`config.mk`:
```
export PLATFORM = sky130hd
export DESIGN_NAME = pixie_dma_front_end
export DESIGN_NICKNAME = d
export VERILOG_FILES = /design/src/rtl/pixie_pkg.sv /design/src/rtl/pixie_line_timer.sv /design/src/rtl/pixie_dma_front_end.sv
export SDC_FILE = /design/constraint.sdc
export NUM_CORES = 1
export LEC_CHECK = 0
export ABC_CLOCK_PERIOD_IN_PS = 2250
export BUFFER_PORTS_ARGS = -buffer_cell sky130_fd_sc_hd__buf_2
export CAP_MARGIN = 30
export CORE_AREA = 10 10 75 77
export DETAILED_ROUTE_END_ITERATION = 10
export DIE_AREA = 0 0 85 87
export GPL_TIMING_DRIVEN = 0
export PLACE_DENSITY = 0.78
export SYNTH_ARGS = -nofsm -noshare
export SYNTH_HDL_FRONTEND = slang
export SYNTH_HIERARCHICAL = 1
export SYNTH_SLANG_ARGS = --single-unit
```
`constraint.sdc`:
```
create_clock -name clk -period 2.25 [get_ports clk]
set_input_delay 0.1125 -clock clk [delete_from_list [all_inputs] [get_ports clk]]
set_output_delay 0.1125 -clock clk [all_outputs]
set_load 0.02 [all_outputs]
```
`src/rtl/pixie_pkg.sv`:
```
// Shared constants, default geometry and the DMA state type for the Pixie display front end.
package pixie_pkg;

    localparam logic [1:0] SC_DMA = 2'b10;

    localparam int DEF_CYCLES_PER_LINE = 14;
    localparam int DEF_LINES_PER_FRAME = 262;
    localparam int DEF_FIRST_ACTIVE    = 80;
    localparam int DEF_ACTIVE_LINES    = 128;
    localparam int DEF_BYTES_PER_LINE  = 8;

    typedef enum logic {
        IDLE,
        REQ
    } dma_state_t;

    // Counter width for a range of n values; a single value still needs one bit.
    function automatic int cnt_width(input int n);
        return (n > 1) ? $clog2(n) : 1;
    endfunction

endpackage

```
`src/rtl/pixie_line_timer.sv`:
```
// Machine-cycle / scan-line counters with the frame_start pulse and INT/EFx line-window decode.
module pixie_line_timer
    import pixie_pkg::*;
#(
    parameter int CYCLES_PER_LINE = DEF_CYCLES_PER_LINE,
    parameter int LINES_PER_FRAME = DEF_LINES_PER_FRAME,
    parameter int FIRST_ACTIVE    = DEF_FIRST_ACTIVE,
    parameter int ACTIVE_LINES    = DEF_ACTIVE_LINES,
    parameter int MC_W            = cnt_width(DEF_CYCLES_PER_LINE),
    parameter int LINE_W          = cnt_width(DEF_LINES_PER_FRAME)
) (
    input  logic              clk,
    input  logic              reset,
    input  logic              clk_enable,
    output logic [MC_W-1:0]   mc,
    output logic [LINE_W-1:0] line,
    output logic              mc_last,
    output logic              int_window,
    output logic              frame_start,
    output logic              efx
);

    int   line_i;
    logic line_last;
    logic ef_window;

    // Windows are compared as signed ints so small FIRST_ACTIVE values never wrap.
    always_comb begin
        line_i     = int'(line);
        mc_last    = (mc == MC_W'(CYCLES_PER_LINE - 1));
        line_last  = (line == LINE_W'(LINES_PER_FRAME - 1));
        int_window = (line_i == FIRST_ACTIVE - 2) || (line_i == FIRST_ACTIVE - 1);
        ef_window  = ((line_i >= FIRST_ACTIVE - 4) && (line_i <= FIRST_ACTIVE - 1)) ||
                     ((line_i >= FIRST_ACTIVE + ACTIVE_LINES - 4) &&
                      (line_i <= FIRST_ACTIVE + ACTIVE_LINES - 1));
    end

    always_ff @(posedge clk or posedge reset) begin
        if (reset) begin
            mc          <= '0;
            line        <= '0;
            frame_start <= 1'b0;
            efx         <= 1'b0;
        end else if (clk_enable) begin
            frame_start <= (mc == '0) && (line == '0);
            efx         <= ef_window;
            if (mc_last) begin
                mc   <= '0;
                line <= line_last ? '0 : line + LINE_W'(1);
            end else begin
                mc <= mc + MC_W'(1);
            end
        end
    end

endmodule

```
`src/rtl/pixie_dma_front_end.sv`:
```
// CDP1802 Pixie front end: display enable, per-line DMA capture into the frame buffer.
// Define PIXIE_DOUBLE_BUFFER_EN for a bank-select address MSB with tear-free bank swapping.
module pixie_dma_front_end
    import pixie_pkg::*;
#(
    parameter int CYCLES_PER_LINE = DEF_CYCLES_PER_LINE,
    parameter int LINES_PER_FRAME = DEF_LINES_PER_FRAME,
    parameter int FIRST_ACTIVE    = DEF_FIRST_ACTIVE,
    parameter int ACTIVE_LINES    = DEF_ACTIVE_LINES,
    parameter int BYTES_PER_LINE  = DEF_BYTES_PER_LINE,
    parameter int DMA_START       = 2,
    parameter int FB_AW           = 10
) (
    input  logic             clk,
    input  logic             reset,
    input  logic             clk_enable,
    input  logic [1:0]       SC,
    input  logic             disp_on,
    input  logic             disp_off,
    input  logic [7:0]       data_in,
    output logic             DMAO,
    output logic             INT,
    output logic             EFx,
`ifdef PIXIE_DOUBLE_BUFFER_EN
    output logic [FB_AW:0]   mem_addr,
`else
    output logic [FB_AW-1:0] mem_addr,
`endif
    output logic [7:0]       mem_data,
    output logic             mem_wr_en,
    output logic             frame_start,
    output logic             disp_bank
);

    localparam int MC_W   = cnt_width(CYCLES_PER_LINE);
    localparam int LINE_W = cnt_width(LINES_PER_FRAME);
    localparam int BC_W   = $clog2(BYTES_PER_LINE + 1);

    logic [MC_W-1:0]          mc;
    logic [LINE_W-1:0]        line;
    logic                     mc_last;
    logic                     int_window;
    int                       line_i;

    logic                     enable;
    logic                     line_en;
    logic                     line_en_eff;
    logic                     active;
    logic                     capture;
    logic                     last_byte;
    dma_state_t               state;
    dma_state_t               state_next;
    logic [BC_W-1:0]          byte_cnt;
    logic [BC_W-1:0]          byte_cnt_next;
    logic [LINE_W-1:0]        line_rel;
    logic [FB_AW-1:0]         wr_addr;
    logic [$bits(mem_addr)-1:0] addr_word;

    pixie_line_timer #(
        .CYCLES_PER_LINE (CYCLES_PER_LINE),
        .LINES_PER_FRAME (LINES_PER_FRAME),
        .FIRST_ACTIVE    (FIRST_ACTIVE),
        .ACTIVE_LINES    (ACTIVE_LINES),
        .MC_W            (MC_W),
        .LINE_W          (LINE_W)
    ) u_timer (
        .clk         (clk),
        .reset       (reset),
        .clk_enable  (clk_enable),
        .mc          (mc),
        .line        (line),
        .mc_last     (mc_last),
        .int_window  (int_window),
        .frame_start (frame_start),
        .efx         (EFx)
    );

    // At mc==0 the line_en register is being reloaded, so that tick already sees the new value.
    always_comb begin
        line_i        = int'(line);
        line_en_eff   = (mc == '0) ? enable : line_en;
        active        = line_en_eff && (line_i >= FIRST_ACTIVE) &&
                        (line_i < FIRST_ACTIVE + ACTIVE_LINES);
        capture       = (state == REQ) && (SC == SC_DMA);
        last_byte     = (byte_cnt == BC_W'(BYTES_PER_LINE - 1));
        line_rel      = line - LINE_W'(FIRST_ACTIVE);
        wr_addr       = FB_AW'(line_rel) * FB_AW'(BYTES_PER_LINE) + FB_AW'(byte_cnt);

        state_next    = state;
        byte_cnt_next = byte_cnt;
        case (state)
            IDLE: begin
                if ((mc == MC_W'(DMA_START)) && active) begin
                    state_next    = REQ;
                    byte_cnt_next = '0;
                end
            end
            REQ: begin
                if (capture) begin
                    byte_cnt_next = byte_cnt + BC_W'(1);
                end
                if ((capture && last_byte) || mc_last) begin
                    state_next = IDLE;
                end
            end
            default: state_next = IDLE;
        endcase
    end

    always_ff @(posedge clk or posedge reset) begin
        if (reset) begin
            state    <= IDLE;
            byte_cnt <= '0;
        end else if (clk_enable) begin
            state    <= state_next;
            byte_cnt <= byte_cnt_next;
        end
    end

`ifdef PIXIE_DOUBLE_BUFFER_EN
    logic wr_bank;
    logic frame_written;
    logic swap_point;

    assign swap_point = mc_last && (line_i == FIRST_ACTIVE + ACTIVE_LINES - 1);
    assign addr_word  = {wr_bank, wr_addr};

    // Swap as the last active line ends, but only if this frame actually delivered data.
    always_ff @(posedge clk or posedge reset) begin
        if (reset) begin
            wr_bank       <= 1'b0;
            disp_bank     <= 1'b0;
            frame_written <= 1'b0;
        end else if (clk_enable) begin
            if (swap_point) begin
                frame_written <= 1'b0;
                if (frame_written || capture) begin
                    wr_bank   <= ~wr_bank;
                    disp_bank <= wr_bank;
                end
            end else if (capture) begin
                frame_written <= 1'b1;
            end
        end
    end
`else
    assign addr_word = wr_addr;
    assign disp_bank = 1'b0;
`endif

    always_ff @(posedge clk or posedge reset) begin
        if (reset) begin
            enable    <= 1'b0;
            line_en   <= 1'b0;
            DMAO      <= 1'b0;
            INT       <= 1'b0;
            mem_wr_en <= 1'b0;
            mem_addr  <= '0;
            mem_data  <= '0;
        end else if (clk_enable) begin
            if (disp_off) begin
                enable <= 1'b0;
            end else if (disp_on) begin
                enable <= 1'b1;
            end
            if (mc == '0) begin
                line_en <= enable;
            end
            DMAO      <= (state_next == REQ);
            INT       <= int_window && line_en_eff;
            mem_wr_en <= capture;
            if (capture) begin
                mem_addr <= addr_word;
                mem_data <= data_in;
            end
        end
    end

endmodule

```
==> impl_metrics.tcl <==
set metrics [dict create \
    timing.final.setup_violations 0 \
    route.detailed.vias_per_inst 5.280 \
    postRouteWirelength_mm 4.899 \
    cts-resized-gates 0 \
    cp.required_ns 2.47 \
    buffer_ports.inserted 36 \
    worst_r2r_startpoint "u_timer/line[4]$_DFFE_PP0P_" \
    synth_largest_area_cell "sky130_fd_sc_hd__dfrtp_1" \
    status "complete, but fails checks" \
    internal_power_uw 1245 \
    final_min_period_over_clock_period 0.7936 \
    drt.antenna.violating_nets 0 \
    timing.critical_path.to_type "register" \
    cts_tree "built" \
    r2r_cells 6 \
    grt_pass1_wl_mm 8.473 \
    clock_sink_count 42 \
    effective_utilization_at_floorplan 0.5213 \
    fp.coreArea_um2 4234 \
    design.final.nets 307 \
    ys_top_cells_by_area "sky130_fd_sc_hd__dfrtp_1, sky130_fd_sc_hd__nand2_1, sky130_fd_sc_hd__ha_1" \
    timing.max_cap.violations 0 \
    hold_path.class "in2reg" \
    rsz0062_at_grt "false" \
    drc 0 \
    final.setup_skew_ns 0.009932 \
    post_synth_instance_area_um2 2207 \
    maximum_number_of_pins_on_one_net_before_global_route_repair 16 \
    wl_per_cell_um 14.58 \
    fraction_of_post_synthesis_cell_area_in_the_top_cell_type_by_area 0.4762 \
    gr-usage-all-layers 0.1366 \
    cts_max_level 2 \
    pwr-share-comb 0.190 \
    crit-reg2reg-capture "INT$_DFFE_PP0P_" \
    hold_end "mem_data[4]$_DFFE_PP0P_" \
    power.leakage_uw 0.001355 \
    ir_worst_vdd_v 0.0006112 \
    path_clk_slew_ns 0.09 \
    cts-buffers-inserted 5 \
    switchingPower_uw 595.3 \
    violations_in_the_final_reports "negative hold slack" \
    detail_route.first_pass.iterations 4 \
    chipWidth_um 85 \
    total_neg_setup_slack_ns 0 \
    synth_cell_type_count 51 \
    cts-hold-fix-buffers 3 \
    fp.dieArea_um2 7395 \
    cellPowerDensity_nw_per_um2 709.8 \
    final_layout_size_suffix_gt1_frac 0.2289 \
    share_of_power_burned_in_registers 0.533 \
    hold-path-cell-count 3 \
    antenna_violations_before_repair 0 \
    proportion_of_total_power_due_to_net_switching 0.3235 \
    hpwlAfterDp_mm 3.624 \
    hold_violations 1 \
    synth-warning-count 6 \
    synthCells 236 \
    placement_rows 24 \
    postSynthNetCount 260 \
    clockPowerShare 0.277 \
    critical_path_peak_fanout 7 \
    globalRoute.totalOverflow 0 \
    dr_vias 1774 \
    fmax_mhz 560.0 \
    cts_setup_buffers 0 \
    hold_ws_ns -0.0003886 \
    via_count_of_the_first_global_routing_pass 1894 \
    cts.root.buffer_cell "sky130_fd_sc_hd__clkbuf_8" \
    timing.slew.headroom 0.6010 \
    finalWorstPathRequiredPeriod_ns 1.786 \
    io_pins 39 \
    worst-slew-pin-transition_ns 0.5978 \
    postPlaceCellArea_um2 2467 \
    arrival_ns 2.00 \
    cts_buffer_depth 2 \
    finish.instance_area_um2 2592 \
    chipHeight_um 87 \
    worstSkewPairLatency_ns 0.30 \
    worst_hold_startpoint "data_in[4]" \
    timing.reg2reg.setup_slack_ns 0.46 \
    avgSynthCellArea_um2 9.352 \
    place_congestion 0.8945 \
    post-layout-total-power_uw 1840 \
    area_growth_pct 17.46 \
    synth_sequential_area_ratio 0.4762 \
    setup.worst_path.start_class "register" \
    worstSetupPathType "reg2reg" \
    synth.ff_latch_count 42 \
    drt_iter0_markers 108 \
    finalMaxSlewViolations 0 \
    antennaDiodeCount 0 \
]
sequential cells by signal (all words and copies together), names as in the netlist:
register,cells
mem_addr,10
u_timer/line,9
mem_data,8
byte_cnt,4
u_timer/mc,4
DMAO,1
INT,1
enable,1
line_en,1
mem_wr_en,1
u_timer/efx,1
u_timer/frame_start,1
through the flow:
step / utilization / instances / setup WS, ns
floorplan: - / 236 / 0.7239
global placement: 0.5792 / 324 / 0.5882
detailed placement: 0.5827 / 325 / 0.5448
CTS: 0.6123 / 336 / 0.5246
global route: 0.6123 / 336 / 0.3823
finish: 0.6123 / 336 / 0.4643
power groups by stage:
stage | clock (uW) | sequential (uW) | combinational, uW
3_5_place_dp | 0 | 992 | 346
2_1_floorplan | 0 | 952 | 273
6_report | 510 | 981 | 350
5_1_grt | 546 | 1000 | 405
3_3_place_gp | 0 | 988 | 331
4_1_cts | 518 | 977 | 353
metal layers:
layer / vias to the layer above / GRT usage / wire (um)
li1: 880 / - / -
met1: 832 / 0.1534 / 2039
met2: 52 / 0.2337 / 2452
met3: 10 / 0.04775 / 334
met4: 0 / 0.04940 / 73
met5: - / 0 / 0
cell usage after synthesis (all sizes together):
master	number
nand3b	1
mux2i	3
clkbuf	4
nor3b	1
or2	1
inv	12
nor3	7
a21oi	3
and2	2
xnor2	6
or2b	1
nor4bb	1
nor2	13
nor2b	1
nand4b	1
a31oi	1
o211ai	2
o311ai	1
conb	1
o22ai	1
mux2	2
nor4	3
ha	9
a211oi	1
o32ai	1
nand2b	1
nand4bb	1
nand4	3
xor2	7
dfrtp	42
and3b	1
o21ai	14
nand2	62
nand3	11
and3	3
a211o	2
nor4b	2
a21o	2
buf	6
logic make-up (layout without fill, tap and decap cells):
group | count (synthesis) | after routing | share of synthesized area
muxes | 5 | 5 | 0.02551
xor gates and xnor gates | 13 | 13 | 0.05159
adders and majority gates | 9 | 9 | 0.05102
DFF | 42 | 42 | 0.4762
AOI/OAI and AO/OA | 28 | 28 | 0.08617
and+or+nand+nor | 116 | 116 | 0.2665
other | 1 | 1 | 0.001699
buffers and inverters | 22 | 70 | 0.04138
worst max-delay path by stage:
stage / cells after the start / from / endpoint
floorplan: 4 / DMAO$_DFFE_PP0P_ / byte_cnt[0]$_DFFE_PP0P_
global placement: 6 / u_timer/line[4]$_DFFE_PP0P_ / INT$_DFFE_PP0P_
detailed placement: 6 / u_timer/line[4]$_DFFE_PP0P_ / INT$_DFFE_PP0P_
CTS: 6 / u_timer/line[4]$_DFFE_PP0P_ / INT$_DFFE_PP0P_
global route: 6 / u_timer/line[4]$_DFFE_PP0P_ / INT$_DFFE_PP0P_
finish: 6 / u_timer/line[4]$_DFFE_PP0P_ / INT$_DFFE_PP0P_
critical path: stages, from the launching register on:
cell and delay, ns:
sky130_fd_sc_hd__dfrtp_1 0.46, sky130_fd_sc_hd__clkbuf_1 0.22, sky130_fd_sc_hd__nor3_1 0.33, sky130_fd_sc_hd__nand4_1 0.16
sky130_fd_sc_hd__nor3_1 0.33, sky130_fd_sc_hd__nand2_1 0.10, sky130_fd_sc_hd__o22ai_1 0.10
cell usage in the layout (no fill, tap or decap), types with 4 or more instances in the layout:
cell	instances
sky130_fd_sc_hd__nand3_1	10
sky130_fd_sc_hd__nand2_1	60
sky130_fd_sc_hd__inv_1	12
sky130_fd_sc_hd__dfrtp_1	42
sky130_fd_sc_hd__clkbuf_1	4
sky130_fd_sc_hd__nor3_1	6
sky130_fd_sc_hd__buf_2	40
sky130_fd_sc_hd__xor2_1	7
sky130_fd_sc_hd__clkbuf_8	6
sky130_fd_sc_hd__xnor2_1	6
sky130_fd_sc_hd__o21ai_0	14
sky130_fd_sc_hd__ha_1	9
sky130_fd_sc_hd__nor2_1	13
cell type report:
cell class                 instances  area (um2)
inverter                          12       45.04
sequential                        42        1051
timing repair buffer              40       225.2
fill                             396        1642
tap                               52       65.06
clock inverter                     2       12.51
clock buffer                       6       82.58
buffer                            10       46.29
multi-input combinational        172        1065
Note: power is estimated with default switching activity, not from simulation.
